==> config.mk <==
export PLATFORM = sky130hd
export DESIGN_NAME = pow_engine
export DESIGN_NICKNAME = d
export VERILOG_FILES = /design/src/rtl/pow_pkg.sv /design/src/rtl/pow_mul.sv /design/src/rtl/pow_engine.sv
export SDC_FILE = /design/constraint.sdc
export NUM_CORES = 1
export LEC_CHECK = 0
export CAP_MARGIN = 25
export CELL_PAD_IN_SITES_DETAIL_PLACEMENT = 0
export CELL_PAD_IN_SITES_GLOBAL_PLACEMENT = 2
export CORE_MARGIN = 2
export CORE_UTILIZATION = 45
export CTS_BUF_LIST = sky130_fd_sc_hd__clkbuf_2
export CTS_CLUSTER_DIAMETER = 100
export DETAILED_ROUTE_END_ITERATION = 10
export PLACE_DENSITY = 0.91
export SLEW_MARGIN = 30
export SYNTH_ARGS = -nofsm -noshare
export SYNTH_HDL_FRONTEND = slang
export SYNTH_SLANG_ARGS = --single-unit
export TNS_END_PERCENT = 100
==> constraint.sdc <==
create_clock -name clk -period 12.8 [get_ports clk]
set_input_delay 3.84 -clock clk [delete_from_list [all_inputs] [get_ports clk]]
set_output_delay 3.84 -clock clk [all_outputs]
set_load 0.01 [all_outputs]
==> src/rtl/pow_pkg.sv <==
// Shared types and helpers for the square-and-multiply power engine.
// State encoding, product width rule and an exponent bit-length helper.
package pow_pkg;

    typedef enum logic [1:0] {
        IDLE = 2'd0,
        STEP = 2'd1,
        DONE = 2'd2
    } state_t;

    // A full product of two R_W-bit operands needs twice the width.
    function automatic int prod_w(input int r_w);
        return 2 * r_w;
    endfunction

    localparam int DEF_R_W  = 16;
    localparam int PROD_W   = prod_w(DEF_R_W);

    // Number of bits up to and including the most significant set bit.
    function automatic int bit_len(input logic [31:0] v);
        int l;
        l = 0;
        for (int i = 0; i < 32; i++) begin
            if (v[i]) l = i + 1;
        end
        return l;
    endfunction

endpackage

==> src/rtl/pow_mul.sv <==
// Truncating R_W x R_W multiplier with a flag for lost upper bits.
// Purely combinational; used for both acc*base and base*base.
module pow_mul
    import pow_pkg::*;
#(
    parameter int R_W = 16
) (
    input  logic [R_W-1:0] x,
    input  logic [R_W-1:0] y,
    output logic [R_W-1:0] prod,
    output logic           ovf
);

    localparam int PW = prod_w(R_W);

    logic [PW-1:0] full;

    // Full-width product, then split into kept and discarded halves.
    always_comb begin
        full = {{R_W{1'b0}}, x} * {{R_W{1'b0}}, y};
        prod = full[R_W-1:0];
        ovf  = |full[PW-1:R_W];
    end

endmodule

==> src/rtl/pow_engine.sv <==
// Square-and-multiply a^n engine, one exponent bit per cycle.
// Result and overflow are held until the next completion.
module pow_engine
    import pow_pkg::*;
#(
    parameter int A_W = 8,
    parameter int N_W = 8,
    parameter int R_W = 16
) (
    input  logic           clk,
    input  logic           rst,
    input  logic           go_i,
    input  logic [A_W-1:0] a_i,
    input  logic [N_W-1:0] n_i,
    output logic [R_W-1:0] output_reg,
    output logic           ovf_o,
    output logic           busy_o,
    output logic           sig_done
);

    state_t         state;
    state_t         state_nx;
    logic [R_W-1:0] base;
    logic [R_W-1:0] acc;
    logic [N_W-1:0] n;
    logic           acc_ovf;
    logic           base_ovf;
    logic [R_W-1:0] ab_prod;
    logic           ab_ovf;
    logic [R_W-1:0] bb_prod;
    logic           bb_ovf;
    logic           acc_zero;
    logic           finish;

    pow_mul #(.R_W(R_W)) u_mul_ab (
        .x    (acc),
        .y    (base),
        .prod (ab_prod),
        .ovf  (ab_ovf)
    );

    pow_mul #(.R_W(R_W)) u_mul_bb (
        .x    (base),
        .y    (base),
        .prod (bb_prod),
        .ovf  (bb_ovf)
    );

    // A truly zero accumulator makes the product exactly zero.
    assign acc_zero = (acc == '0) && !acc_ovf;
    assign finish   = (state == STEP) && (n == '0);

    // State register.
    always_ff @(posedge clk) begin
        if (!rst) state <= IDLE;
        else      state <= state_nx;
    end

    // Next-state decode.
    always_comb begin
        state_nx = state;
        case (state)
            IDLE:    if (go_i) state_nx = STEP;
            STEP:    if (n == '0) state_nx = DONE;
            DONE:    state_nx = IDLE;
            default: state_nx = IDLE;
        endcase
    end

    // Operand load and per-bit square-and-multiply update.
    always_ff @(posedge clk) begin
        if (!rst) begin
            base     <= '0;
            acc      <= '0;
            n        <= '0;
            acc_ovf  <= 1'b0;
            base_ovf <= 1'b0;
        end else begin
            case (state)
                IDLE: begin
                    if (go_i) begin
                        base     <= R_W'(a_i);
                        n        <= n_i;
                        acc      <= R_W'(1);
                        acc_ovf  <= 1'b0;
                        base_ovf <= 1'b0;
                    end
                end
                STEP: begin
                    if (n != '0) begin
                        if (n[0]) begin
                            acc <= ab_prod;
                            if (ab_ovf || (base_ovf && !acc_zero))
                                acc_ovf <= 1'b1;
                        end
                        if (n > N_W'(1)) begin
                            base <= bb_prod;
                            if (bb_ovf) base_ovf <= 1'b1;
                        end
                        n <= n >> 1;
                    end
                end
                default: ;
            endcase
        end
    end

    // Registered status and held result outputs.
    always_ff @(posedge clk) begin
        if (!rst) begin
            output_reg <= '0;
            ovf_o      <= 1'b0;
            busy_o     <= 1'b0;
            sig_done   <= 1'b0;
        end else begin
            busy_o   <= (state_nx != IDLE);
            sig_done <= (state_nx == DONE);
            if (finish) begin
                output_reg <= acc;
                ovf_o      <= acc_ovf;
            end
        end
    end

endmodule

==> results.json <==
{
  "run_status": "complete, no violations",
  "maxCapViolCount": 0,
  "first_element_of_the_critical_path": "base[1]",
  "clock-skew-final_ps": 73.7,
  "tightest_slew_ps": 941,
  "totalNegativeSetupSlack_ps": 0,
  "critPathLaunchType": "register",
  "insertion_delay_ps": 650,
  "die_w_microns": 207,
  "wire_length_of_the_first_global_routing_pass_microns": 76200,
  "power_per_cell_area_nw_per_um2": 39.2,
  "boundaryPins": 38,
  "end_kind": "register",
  "ir_drop_uv": 34.3,
  "ys_ff_latch": 63,
  "required_ps": 13340,
  "rr_startpoint": "base[1]",
  "routed_wl_microns": 44300,
  "grt_start_max_net_pins": 63,
  "drc": 0,
  "timing_max_transition_violations_final": 0,
  "hold_viol": 0,
  "arrival_ps": 7530,
  "number_of_enable_flip_flop_cells_after_synthesis": 0,
  "port-buffer-count": 37,
  "number_of_cts_inserted_buffers": 9,
  "detailroute.via_count": 14073,
  "cts_resized": 0,
  "grt_usage": 0.223,
  "seq_total_area_yosys": 0.0680,
  "yosysWarnings": 0,
  "floorplan.initialDensity": 0.455,
  "headroom_to_the_max_slew_limit": 0.372,
  "cts_root_buf": "sky130_fd_sc_hd__clkbuf_2",
  "areaGrowthSynthToFinish_pct": 4.89,
  "tritoncts_num_sinks": 63,
  "ant_nets": 0,
  "fmaxAchievable_ghz": 0.143,
  "nets": 2692,
  "chipHeight_microns": 207,
  "fp-row-count": 74,
  "tritoncts": "yes",
  "cts_post_setup_buffers_inserted": 0,
  "htree_levels": 3,
  "postSynthAreaPerCell_sq_um": 8.61,
  "hold_start": "output_reg[14]",
  "leakage_component_of_the_power_nw": 9.22,
  "path_class": "reg2reg",
  "first_global_vias": 15365,
  "route.detailed.wl_per_inst_microns": 16.7,
  "rsz_0062_raised_after_global_routing": "false",
  "fill_cells": 3997,
  "clk_transition_reported_paths_ps": 230,
  "hp-class": "reg2reg",
  "final_period_demand_of_the_worst_path_ps": 6980,
  "grt_overflow_total": 0,
  "cts_max_path_buffers": 2,
  "synth_cells": 2152,
  "hpwlAfterDp_microns": 34500,
  "finalCoreUtilization": 0.477,
  "synthDistinctLibCells": 64,
  "core_area_sq_um": 40700,
  "final-setup-viol-count": 0,
  "post_cts_hold_buffer_count": 0,
  "syn_nets": 2730,
  "first_pass_iters": 5,
  "post-route-period-util": 0.546,
  "synth.cell_area_sq_um": 18500,
  "post_drt_via_cell_ratio": 5.31,
  "setup.reg_to_reg.worst_slack_ps": 5820,
  "critical_path.max_fanout": 20,
  "place_congestion": 0.844,
  "drive_gt1_frac": 0.0283,
  "die_area_sq_um": 42800,
  "asyncSetResetFlopFracSynth": 0,
  "yosys_most_used_dff": "sky130_fd_sc_hd__dfxtp_1",
  "grt_antenna_before_repair": 2,
  "drtIter0Drc": 779
}
==> critical path: stages (launching register included) <==
cell                        delay (ps)
sky130_fd_sc_hd__dfxtp_1           730
sky130_fd_sc_hd__buf_4             400
sky130_fd_sc_hd__nand2_1           140
sky130_fd_sc_hd__fa_1              550
sky130_fd_sc_hd__fa_1              510
sky130_fd_sc_hd__fa_1              510
sky130_fd_sc_hd__inv_1              50
sky130_fd_sc_hd__fa_1              490
sky130_fd_sc_hd__fa_1              490
sky130_fd_sc_hd__inv_1              50
sky130_fd_sc_hd__fa_1              490
sky130_fd_sc_hd__inv_1              50
sky130_fd_sc_hd__ha_1              360
sky130_fd_sc_hd__a21oi_1           260
sky130_fd_sc_hd__o2111ai_1         160
sky130_fd_sc_hd__a221o_1           330
sky130_fd_sc_hd__a31oi_2           360
sky130_fd_sc_hd__o21ai_1           230
sky130_fd_sc_hd__a211oi_1          240
sky130_fd_sc_hd__o22ai_1           120
sky130_fd_sc_hd__nor4_1            310
sky130_fd_sc_hd__a21oi_1           100
==> cell usage after synthesis (all sizes together), types with 3 or more instances <==
cell | number | share of area
o31ai | 4 | 0.0024
ha | 199 | 0.13
a22oi | 19 | 0.0077
or2 | 5 | 0.0017
xnor2 | 26 | 0.012
nor2b | 32 | 0.011
a21o | 11 | 0.0045
o41ai | 3 | 0.0014
or4 | 4 | 0.0016
nand2b | 13 | 0.0044
xor2 | 16 | 0.0076
nor2 | 37 | 0.0075
and3 | 7 | 0.0024
and2 | 190 | 0.064
nand2 | 299 | 0.061
nand3 | 27 | 0.0073
o21a | 9 | 0.0036
o21bai | 4 | 0.0016
o21ai | 43 | 0.012
nand4 | 8 | 0.0027
a31oi | 9 | 0.0034
o2111ai | 3 | 0.0014
a41oi | 3 | 0.0018
a211oi | 14 | 0.0057
a21boi | 24 | 0.0097
o211a | 10 | 0.0054
buf | 3 | 0.0010
nor3 | 20 | 0.0054
o211ai | 18 | 0.0073
dfxtp | 63 | 0.068
nor4 | 11 | 0.0040
fa | 360 | 0.39
inv | 453 | 0.092
a21oi | 65 | 0.018
or3 | 4 | 0.0013
a211o | 4 | 0.0019
clkbuf | 106 | 0.021
==> cells in the final DEF (no fill, tap or decap), types with 11 or more instances in the layout <==
| cell type | n |
|---|---|
| sky130_fd_sc_hd__and2_1 | 189 |
| sky130_fd_sc_hd__o21ai_0 | 41 |
| sky130_fd_sc_hd__nor2b_1 | 31 |
| sky130_fd_sc_hd__nor2_1 | 37 |
| sky130_fd_sc_hd__nand2_1 | 299 |
| sky130_fd_sc_hd__clkdlybuf4s50_1 | 36 |
| sky130_fd_sc_hd__nor3_1 | 19 |
| sky130_fd_sc_hd__xor2_1 | 16 |
| sky130_fd_sc_hd__fa_1 | 360 |
| sky130_fd_sc_hd__nand2b_1 | 13 |
| sky130_fd_sc_hd__buf_4 | 23 |
| sky130_fd_sc_hd__dfxtp_1 | 62 |
| sky130_fd_sc_hd__xnor2_1 | 26 |
| sky130_fd_sc_hd__ha_1 | 199 |
| sky130_fd_sc_hd__a21oi_1 | 64 |
| sky130_fd_sc_hd__o211ai_1 | 18 |
| sky130_fd_sc_hd__inv_1 | 453 |
| sky130_fd_sc_hd__nand3_1 | 27 |
| sky130_fd_sc_hd__a211oi_1 | 14 |
| sky130_fd_sc_hd__a21boi_0 | 24 |
| sky130_fd_sc_hd__a21o_1 | 11 |
| sky130_fd_sc_hd__a22oi_1 | 19 |
==> layout make-up <==
| cell class | count | area (sq um) | share of cell area |
|---|---|---|---|
| Multi-Input combinational cell | 1527 | 15200 | 0.781 |
| Clock inverter | 7 | 50.0 | 0.00257 |
| Tap cell | 532 | 666 | 0.0342 |
| Timing Repair Buffer | 60 | 538 | 0.0277 |
| Inverter | 453 | 1700 | 0.0874 |
| Antenna cell | 1 | 2.50 | 0.000129 |
| Clock buffer | 9 | 45.0 | 0.00232 |
| Sequential cell | 63 | 1260 | 0.0649 |
==> report_power, final <==
group          internal [mW]  total [mW]  leakage (nW)  switching (mW)
Sequential             0.209       0.229         0.513          0.0199
Clock                 0.0251       0.118        0.0539          0.0927
Combinational          0.147       0.416          8.65           0.269
Total                  0.381       0.763          9.22           0.382
==> routing by layer <==
layer	track usage	wire, microns	vias to the layer above
li1	-	-	6569
met1	0.288	19600	7200
met2	0.400	22400	252
met3	0.0177	1440	52
met4	0.0623	888	0
met5	0	0	-
==> logic make-up (layout without fill, tap and decap cells) <==
logic type      after synthesis  count (layout)  synth area share
flops                        63              63            0.0680
compound gates              261             261            0.0971
mux                           3               3           0.00169
xor+xnor                     42              42            0.0198
fa+ha+maj                   559             559             0.523
buf+inv                     562             529             0.114
simple gates                662             662             0.176
other cells                   0               1                 0
==> metrics by stage <==
stage / instance area [sq um] / hold slack (ps) / worst slack [ps] / power, mW / std cells
3_3_place_gp: 19300 / 451 / 5830 / 0.644 / 2635
2_1_floorplan: 18500 / 449 / 6660 / 0.517 / 2152
6_report: 19400 / 476 / 5820 / 0.763 / 2652
3_5_place_dp: 19300 / 458 / 5960 / 0.651 / 2635
4_1_cts: 19400 / 479 / 5950 / 0.773 / 2651
5_1_grt: 19400 / 497 / 5420 / 0.834 / 2652
==> final timing paths <==
| path | to | cells after the start |
|---|---|---|
| setup / recovery | acc_ovf | 21 |
| hold / removal | output_reg[14] | 2 |
| setup reg to reg | acc_ovf | 21 |
| hold reg to reg | output_reg[14] | 2 |
No activity file was read; power rests on OpenSTA's default activity.
